--- src/rtl/ncc_grid_sequencer.sv ---
// ncc_grid_sequencer
// Sequences one job on the 16x16 log-domain NCC grid: loads the descriptor word by word
// (row / 4-PE column group), streams WIN_LEN window pixels, flushes the systolic pipeline
// for GRID-1 cycles and tags every completed correlation result with its window position.
//
// state   | meaning
// --------+------------------------------------------------------------
// S_IDLE  | waiting for i_start
// S_DESC  | accepting descriptor words, row/column-group counters live
// S_WIN   | accepting window pixels, one load_win/load_acc per pixel
// S_DRAIN | flushing the pipeline, load_acc held high for GRID-1 cycles
// S_DONE  | one-cycle done pulse, back to idle

module ncc_grid_sequencer #(
    parameter int GRID    = 16,
    parameter int WIN_LEN = 640,
    localparam int ROW_W  = $clog2(GRID),
    localparam int IDX_W  = $clog2(WIN_LEN),
    localparam int ACC_W  = $clog2(WIN_LEN + GRID + 1)
) (
    input  logic             i_clk,
    input  logic             i_rst,
    input  logic             i_start,
    input  logic             i_desc_valid,
    output logic             o_desc_ready,
    output logic [ROW_W-1:0] o_desc_row,
    output logic [1:0]       o_desc_col_group,
    output logic             o_desc_load,
    input  logic             i_win_valid,
    output logic             o_win_ready,
    output logic             o_load_win,
    output logic             o_load_acc,
    output logic             o_res_valid,
    output logic [IDX_W-1:0] o_res_index,
    output logic             o_busy,
    output logic             o_done
);

    typedef enum logic [2:0] {
        S_IDLE,
        S_DESC,
        S_WIN,
        S_DRAIN,
        S_DONE
    } state_t;

    state_t             r_state;
    logic [ROW_W-1:0]   r_row;
    logic [1:0]         r_grp;
    logic [IDX_W-1:0]   r_win_left;
    logic [ROW_W-1:0]   r_drain_left;
    logic               r_desc_ready;
    logic               r_win_ready;
    logic               r_drain_acc;
    logic               r_busy;
    logic               r_done;
    logic [ACC_W-1:0]   r_acc_cnt;
    logic               r_res_valid;
    logic [IDX_W-1:0]   r_res_index;

    logic               w_desc_load;
    logic               w_win_load;
    logic               w_load_acc;
    logic [ACC_W-1:0]   w_acc_next;

    assign w_desc_load = i_desc_valid & r_desc_ready;
    assign w_win_load  = i_win_valid & r_win_ready;
    assign w_load_acc  = w_win_load | r_drain_acc;
    assign w_acc_next  = r_acc_cnt + 1'b1;

    // Job sequencing: state, descriptor addressing, pixel and drain down-counters.
    always_ff @(posedge i_clk) begin
        if (i_rst) begin
            r_state      <= S_IDLE;
            r_row        <= '0;
            r_grp        <= '0;
            r_win_left   <= '0;
            r_drain_left <= '0;
            r_desc_ready <= 1'b0;
            r_win_ready  <= 1'b0;
            r_drain_acc  <= 1'b0;
            r_busy       <= 1'b0;
            r_done       <= 1'b0;
        end else begin
            case (r_state)
                S_IDLE: begin
                    if (i_start) begin
                        r_state      <= S_DESC;
                        r_row        <= '0;
                        r_grp        <= '0;
                        r_desc_ready <= 1'b1;
                        r_busy       <= 1'b1;
                    end
                end
                S_DESC: begin
                    if (w_desc_load) begin
                        r_grp <= r_grp + 1'b1;
                        if (r_grp == 2'd3) begin
                            r_row <= r_row + 1'b1;
                            if (r_row == ROW_W'(GRID - 1)) begin
                                r_state      <= S_WIN;
                                r_row        <= '0;
                                r_grp        <= '0;
                                r_desc_ready <= 1'b0;
                                r_win_ready  <= 1'b1;
                                r_win_left   <= IDX_W'(WIN_LEN - 1);
                            end
                        end
                    end
                end
                S_WIN: begin
                    if (w_win_load) begin
                        if (r_win_left == '0) begin
                            r_state      <= S_DRAIN;
                            r_win_ready  <= 1'b0;
                            r_drain_acc  <= 1'b1;
                            r_drain_left <= ROW_W'(GRID - 2);
                        end else begin
                            r_win_left <= r_win_left - 1'b1;
                        end
                    end
                end
                S_DRAIN: begin
                    if (r_drain_left == '0) begin
                        r_state     <= S_DONE;
                        r_drain_acc <= 1'b0;
                        r_done      <= 1'b1;
                    end else begin
                        r_drain_left <= r_drain_left - 1'b1;
                    end
                end
                S_DONE: begin
                    r_state <= S_IDLE;
                    r_done  <= 1'b0;
                    r_busy  <= 1'b0;
                end
                default: begin
                    r_state      <= S_IDLE;
                    r_desc_ready <= 1'b0;
                    r_win_ready  <= 1'b0;
                    r_drain_acc  <= 1'b0;
                    r_busy       <= 1'b0;
                    r_done       <= 1'b0;
                end
            endcase
        end
    end

    // Result tagging: the pipeline is GRID deep, so accumulator pulse N (1-based) completes
    // window position N-GRID.
    always_ff @(posedge i_clk) begin
        if (i_rst) begin
            r_acc_cnt   <= '0;
            r_res_valid <= 1'b0;
            r_res_index <= '0;
        end else begin
            r_res_valid <= 1'b0;
            if (r_state == S_IDLE && i_start) begin
                r_acc_cnt <= '0;
            end else if (w_load_acc) begin
                r_acc_cnt <= w_acc_next;
                if (w_acc_next >= ACC_W'(GRID)) begin
                    r_res_valid <= 1'b1;
                    r_res_index <= IDX_W'(w_acc_next - ACC_W'(GRID));
                end
            end
        end
    end

    assign o_desc_ready     = r_desc_ready;
    assign o_desc_row       = r_row;
    assign o_desc_col_group = r_grp;
    assign o_desc_load      = w_desc_load;
    assign o_win_ready      = r_win_ready;
    assign o_load_win       = w_win_load;
    assign o_load_acc       = w_load_acc;
    assign o_res_valid      = r_res_valid;
    assign o_res_index      = r_res_index;
    assign o_busy           = r_busy;
    assign o_done           = r_done;

endmodule
--- config.mk ---
export PLATFORM = sky130hd
export DESIGN_NAME = ncc_grid_sequencer
export DESIGN_NICKNAME = d
export VERILOG_FILES = /design/src/rtl/ncc_grid_sequencer.sv
export SDC_FILE = /design/constraint.sdc
export NUM_CORES = 1
export LEC_CHECK = 0
export ABC_AREA = 1
export CAP_MARGIN = 20
export CORE_MARGIN = 2
export CORE_UTILIZATION = 60
export DETAILED_ROUTE_END_ITERATION = 8
export GPL_TIMING_DRIVEN = 0
export PLACE_DENSITY = 0.89
export SYNTH_ARGS = -nofsm -noshare
export SYNTH_HDL_FRONTEND = slang
export SYNTH_SLANG_ARGS = --single-unit
--- constraint.sdc ---
create_clock -name i_clk -period 5.65 [get_ports i_clk]
set_input_delay 0.8475 -clock i_clk [delete_from_list [all_inputs] [get_ports i_clk]]
set_output_delay 0.8475 -clock i_clk [all_outputs]
set_load 0.02 [all_outputs]
======== Yosys cells after proc, flatten, opt, wreduce, memory -nomap -nowiden ========
Index checks and enable logic that the tools add are counted.
W data, S select, Z words.
operators by class
  reductions and logical operators ........ 25
  multiplexer cells ....................... 47
  magnitude comparators ................... 1
  equality and inequality tests ........... 15
  shifts and indexed selects .............. 0
  add/sub/neg operators ................... 6
  div/mod/pow operators ................... 0
  $mul .................................... 0
  bitwise gates (word level) .............. 10
operators with widths
  operator                 number
  $mux W10                 5
  $mux W4                  7
  $mux W3                  7
  $pmux W10 S2             1
  $ne A2 B2 Y1 const B     9
  $reduce_or A3 Y1         6
  $pmux W4 S2              2
  $mux W1                  14
  $pmux W3 S4              1
  $reduce_and A4 Y1        3
  $reduce_and A6 Y1        2
  $add A10 B1 Y10 const B  1
  $ge A10 B5 Y1 const B    1
  $logic_not A10 Y1        1
  $sub A10 B1 Y10 const B  1
  $sub A10 B5 Y10 const B  1
  $pmux W1 S3              3
  $mux W2                  4
  $not A1 Y1               7
  $reduce_and A7 Y1        1
  $eq A3 B2 Y1 const B     2
  $reduce_and A3 Y1        2
  $reduce_bool A2 Y1       3
  $reduce_and A5 Y1        1
  other kinds (16)         19
storage, ports and cells
  register bits after elaboration ......... 49
  latch bits .............................. 0
  output and inout port bits .............. 24
  input bits .............................. 5
  memory bits (writable) .................. 0
  memories kept ........................... 0
  logic and storage cells ................. 117
  ROM bits ................................ 0

======== Longest topological paths before layout ========
Gate-level depths: netlist of run 1.
  word-level depth ........................ 5
  depth in mapped cells ................... 18
  gate-level depth less buffers ........... 17

======== Least setup slack after synthesis of run 1 ========
Ideal clock, no wire load.
  path kind ............................... in2out
  from .................................... input port i_win_valid
  to ...................................... output port o_load_acc
  path slack .............................. 3357 ps
  data required time ...................... 4803 ps
  buffers on the path ..................... 0
  stages .................................. 4
  arrival time ............................ 1446 ps
  cell sequence ........................... nand2_1 > inv_1 > nor2_2 > inv_1
between the ends
  word-level cells in the longest chain between the ends .. 2
ends and longest elaborated chain
  element               RTL line  RTL
  start, declared       29        input logic i_win_valid,
  $and A1 B1 Y1         67        assign w_win_load = i_win_valid & r_win_ready;
  named net o_load_win  31        output logic o_load_win,
  $or A1 B1 Y1          68        assign w_load_acc = w_win_load | r_drain_acc;
  end, declared         32        output logic o_load_acc,
The timed path passes the listed nets, and every way through them passes these cells.

======== Worst setup path after layout of run 1 ========
  from .................................... input port i_win_valid
  to ...................................... output port o_load_acc
between the ends
  word-level cells in the longest chain between the ends .. 2
ends and longest elaborated chain
  element        RTL line
  $and A1 B1 Y1  67
  $or A1 B1 Y1   68
No other way between the ends.

==> results.cfg, run 1 <==
[timing]
period_share = 0.601
max_freq_ghz = 0.294
relSlewSlack = 0.625
fin_skew_ps = 5.91
setup_viol = 0
finalMaxSlewViolations = 0
tightest_slew_ps = 563
hold_violations = 0
fin_setup_tns_ps = 0
period_minus_slack_ps = 3400
rsz0062_at_grt = no

[power]
power.internal_w = 0.000879
powerDensity_mw_per_mm2 = 508
p_clk_frac = 0.165
leakagePower_nw = 1.45
ir_worst_vdd_mv = 0.210
p_switching_w = 0.000700
switching_share = 0.443
comb_power_share = 0.524
p_seq_frac = 0.311

[synth]
seq_area_frac_synth = 0.370
synth.net_count = 406
syn_area_mm2 = 0.00265
avgSynthCellArea_um2 = 6.76
synth_top_area_frac = 0.370
netlist_top_cells_area = dfxtp_1, nand2_1, a21oi_1, nor2_1, inv_1
synth_area_leader_cell = dfxtp_1
ys_types = 33
ys_warn_count = 0
synth_cells = 392
ys_seq_elements = 49

[hold_path]
hold_depth = 2
hold_path.class = reg2reg

[global_route]
track_usage = 0.267
grt_overflow = 0
antenna_found_initial = 0
grt_pass1_wl_um = 10800
grt_pass1_vias = 2652
grt_max_degree = 15

[final_layout]
nNetsFinal = 441
final_cell_mix = nand2_1, dfxtp_1, nor2_1
layout-drive-gt1-share = 0.0794
num_antenna_cells = 0
design_area_mm2 = 0.00311
syn2layout_area_growth_pct = 17.4
final_common_cell = nand2_1
nFillCells = 359

[clocking]
clkTransAtPathRegs_ps = 90
numCtsBuffers = 5
cts.repair.resized = 0
cts_sinks = 49
clk_latency_ps = 300
root_buffer = clkbuf_8
postCtsHoldBufs = 0
cts_tree = yes
htreeDepth = 2
postCtsSetupBuffers = 0
clock_path_buffers = 2

[critical_path]
critPathLaunchType = input port
worstSetupPathType = in2out
worst_ep_required_time_ps = 4800
worstRegToRegCells = 17
critPathArrivalTime_ps = 2550
worstPathMaxFanout = 9
crit_path_end_kind = output pin

[drt]
route.detailed.drc = 0
drt_iter0_markers = 186
drtPass1Iterations = 4
wl_um = 6040
routed_via_density = 5.48
ant_nets = 0
routedWlPerCell_um = 12.6
via_count = 2628

[floorplanning]
die_area_mm2 = 0.00496
rows = 24
start_util = 0.617
core_region_area_mm2 = 0.00429
fp.dieH_um = 70.4
io_pins = 29
fp.dieW_um = 70.4

[place]
hpwl_um = 4510
placed_area_mm2 = 0.00299
portBuffers = 28
gp_congestion = 0.918

[outcome]
status = finished, final reports clean

[run]
cap_violations = 0
-- worst max-delay path, cell delays in order --
cell	delay (ps)
clkdlybuf4s50_1	410
nand2_1	60
inv_1	60
nor2_2	360
inv_1	220
clkdlybuf4s50_1	590
-- synthesized netlist by cell type --
| library cell | number |
|---|---|
| a211oi_1 | 3 |
| a21o_1 | 1 |
| a21oi_1 | 39 |
| a21oi_2 | 1 |
| buf_2 | 1 |
| buf_4 | 2 |
| buf_6 | 1 |
| clkbuf_1 | 3 |
| clkinv_1 | 1 |
| dfxtp_1 | 49 |
| ha_1 | 9 |
| inv_1 | 45 |
| inv_2 | 8 |
| nand2_1 | 93 |
| nand2_2 | 4 |
| nand2_4 | 1 |
| nand3_1 | 21 |
| nand3b_1 | 2 |
| nand4_1 | 8 |
| nor2_1 | 48 |
| nor2_2 | 5 |
| nor2_4 | 1 |
| nor3_1 | 7 |
| nor3_2 | 1 |
| o211a_1 | 1 |
| o21ai_0 | 19 |
| o21ai_1 | 1 |
| o21ai_2 | 1 |
| o21bai_1 | 2 |
| o31ai_1 | 1 |
| or2_2 | 1 |
| xnor2_1 | 4 |
| xor2_1 | 8 |
-- routing by layer --
| layer | up-vias | part of all wire | GRT usage |
|---|---|---|---|
| met5 | - | 0 | 0 |
| met4 | 0 | 0.025 | 0.120 |
| met3 | 15 | 0.042 | 0.0505 |
| met2 | 72 | 0.51 | 0.498 |
| met1 | 1215 | 0.42 | 0.287 |
| li1 | 1326 | - | - |
-- state kept, by name, indices dropped and copies added (netlist names) --
register and cells:
r_state 3, o_res_valid 1, o_win_ready 1, o_desc_row 4
r_drain_left 4, r_win_left 10, o_desc_col_group 2, o_res_index 10
o_busy 1, o_done 1, r_drain_acc 1, o_desc_ready 1
r_acc_cnt 10
-- layout make-up --
| type | count | area (um^2) | share of cell area |
|---|---|---|---|
| Multi-Input combinational cell | 282 | 1420 | 0.457 |
| Sequential cell | 49 | 981 | 0.315 |
| Timing Repair Buffer | 28 | 280 | 0.0901 |
| Inverter | 54 | 203 | 0.0652 |
| Clock buffer | 7 | 86.3 | 0.0278 |
| Tap cell | 52 | 65.1 | 0.0209 |
| Buffer | 7 | 42.5 | 0.0137 |
| Clock inverter | 1 | 30.0 | 0.00965 |
-- logic make-up after synthesis --
logic type	synth area share
compound gates	0.142
xor+xnor	0.0397
fa+ha+maj	0.0425
buf+inv	0.0926
flops	0.370
simple gates	0.313
-- final timing paths --
path	to	slack (ps)	startpoint
setup / recovery	o_load_acc	2250	i_win_valid
hold / removal	o_done	470	o_done
setup reg to reg	o_res_index[2]	3070	r_acc_cnt[0]
hold reg to reg	o_done	470	o_done
-- metrics by stage --
stage          utilization  setup WS [ps]  hold slack (ps)  instances  power [W]
2_1_floorplan            -           3360              451        392    0.00112
3_3_place_gp         0.697           2330              453        472    0.00128
3_5_place_dp         0.697           2280              458        472    0.00132
4_1_cts              0.724           2280              471        480    0.00158
5_1_grt              0.724           2130              505        480    0.00172
6_report             0.724           2250              470        480    0.00158
-- power groups by stage --
stage	combinational (W)	sequential, W	clock [W]
after floorplan	0.000607	0.000511	0
after global placement	0.000790	0.000492	0
after detailed placement	0.000823	0.000497	0
after CTS	0.000826	0.000489	0.000265
after global routing	0.000940	0.000502	0.000274
final	0.000827	0.000491	0.000260
(Power assumes the default switching activity.)
==> run 2: changes to the inputs <==
CORE_UTILIZATION = 56   (was 60)
PLACE_DENSITY = 0.84   (was 0.89)
clock period = 3.3 ns   (was 5.65 ns; I/O delays follow)
==> run 2 against run 1 <==
Flip-flop and latch count unchanged; global-route usage down 3.4 points; clock skew rose by 0.79 ps; setup slack worse by 1700 ps; cell area down 0.88%; largest cell class unchanged; largest power group unchanged; highest routed layer unchanged.
==> results.cfg, run 2 (synthesis results as in run 1) <==
[final_layout]
regArea_um2 = 981
multiInputGateArea_mm2 = 0.00142
num_antenna_cells = 0
final_common_cell = nand2_1
final_cell_mix = nand2_1, dfxtp_1, nor2_1
nNetsFinal = 441
syn2layout_area_growth_pct = 16.4
nFillCells = 407
fin_util = 0.666
layout-drive-gt1-share = 0.0818

[drt]
routedWlPerCell_um = 12.0
drt_iter0_markers = 160
via_count = 2524
routed_via_density = 5.24
route.detailed.drc = 0
ant_nets = 0
drtPass1Iterations = 4
wl_um = 5790

[clocking]
postCtsSetupBuffers = 0
numCtsBuffers = 5
clk_latency_ps = 310
htreeDepth = 2
root_buffer = clkbuf_8
cts_tree = yes
clock_path_buffers = 2
postCtsHoldBufs = 0
clkTransAtPathRegs_ps = 90
cts.repair.resized = 0
cts_sinks = 49

[critical_path]
crit_chain = clkdlybuf4s50_1 -> nand2_1 -> inv_1 -> nor2_2 -> inv_1 -> clkdlybuf4s50_1
worstPathMaxFanout = 9
crit_path_end_kind = output pin
worst_ep_required_time_ps = 2800
critPathArrivalTime_ps = 2280
crit_buf_inv = 4
critical_path.max_stage_delay_ps = 600
critPathLaunchType = input port
path_delay_family = buffers and inverters
worstSetupPathType = in2out
crit_slowest_cell = clkdlybuf4s50_1

[floorplanning]
fp.dieH_um = 72.8
io_pins = 29
start_util = 0.572
core_region_area_mm2 = 0.00463
die_area_mm2 = 0.00530
rows = 25
fp.dieW_um = 72.8

[power]
leakagePower_nw = 1.44
powerDensity_mw_per_mm2 = 840
ir_worst_vdd_mv = 0.383

[timing]
finalMaxSlewViolations = 0
tightest_slew_ps = 518
rsz0062_at_grt = no
hold_violations = 0
period_minus_slack_ps = 2780
period_share = 0.841
relSlewSlack = 0.655
fin_skew_ps = 6.71
fin_setup_tns_ps = 0
setup_viol = 0
max_freq_ghz = 0.360

[run]
cap_violations = 0

[outcome]
status = finished, final reports clean

[global_route]
grt_pass1_wl_um = 9710
grt_overflow = 0
grt_pass1_vias = 2283
antenna_found_initial = 0
track_usage = 0.233
grt_max_degree = 16

[hold_path]
hold_path.class = reg2reg

[place]
hpwl_um = 4370
gp_congestion = 0.897
portBuffers = 28
run 2: cell count changes in the layout (fill, tap and decap cells not counted), sizes merged:
cell	change
bufinv	-1
clkbuf	-2
clkinv	+2
clkinvlp	+1
run 2: worst paths after layout:
path	depth (start not counted)	startpoint	end	slack, ps
min	2	r_win_left[7]	r_win_left[7]	480
max	6	i_win_valid	o_load_acc	520
min reg2reg	2	r_win_left[7]	r_win_left[7]	480
max reg2reg	17	r_acc_cnt[0]	o_res_index[2]	830
run 2: worst min-delay path, stage by stage (launching register included):
cell	delay [ps]
dfxtp_1	330
nand2_1	60
a21oi_1	50
run 2: layout make-up:
type                       count  share of cell area
multi-input combinational    282               0.461
sequential                    49               0.318
timing repair buffer          28              0.0909
inverter                      54              0.0657
clock buffer                   5              0.0223
tap                           54              0.0219
buffer                         7              0.0138
clock inverter                 3             0.00568
run 2: report_power, final:
| group | total, W | switching [W] | leakage [nW] | internal [W] |
|---|---|---|---|---|
| Sequential | 0.000836 | 0.000110 | 0.398 | 0.000726 |
| Clock | 0.000353 | 0.000206 | 0.0439 | 0.000147 |
| Combinational | 0.00140 | 0.000871 | 0.993 | 0.000532 |
| Total | 0.00259 | 0.00119 | 1.44 | 0.00140 |
run 2: through the flow:
| step | instances | hold WS, ps | setup WS [ps] | instance area (um^2) | power (W) |
|---|---|---|---|---|---|
| after floorplan | 392 | 451 | 1260 | 2650 | 0.00191 |
| after global placement | 474 | 455 | 597 | 3000 | 0.00220 |
| after detailed placement | 474 | 469 | 576 | 3000 | 0.00224 |
| after CTS | 482 | 487 | 536 | 3080 | 0.00260 |
| after global routing | 482 | 514 | 465 | 3080 | 0.00284 |
| final | 482 | 484 | 524 | 3080 | 0.00259 |
run 2: layer usage:
metal | up-vias | global-route usage | share of wire
li1 | 1322 | - | -
met1 | 1123 | 0.281 | 0.43
met2 | 67 | 0.408 | 0.49
met3 | 12 | 0.0511 | 0.050
met4 | 0 | 0.0823 | 0.020
met5 | - | 0 | 0
==> run 3: changes to the inputs <==
clock period = 2.81 ns   (was 3.3 ns; I/O delays follow)
==> results of run 3 <==
The final DEF is identical to that of run 2. Status: finished, final reports clean.
Main changes from that run: setup slack after placement 576 ps -> 233 ps; setup slack after layout 524 ps -> 181 ps; register-to-register setup slack 830 ps -> 340 ps; total power 0.00259 W -> 0.00304 W; worst IR drop on VDD 0.383 mV -> 0.449 mV
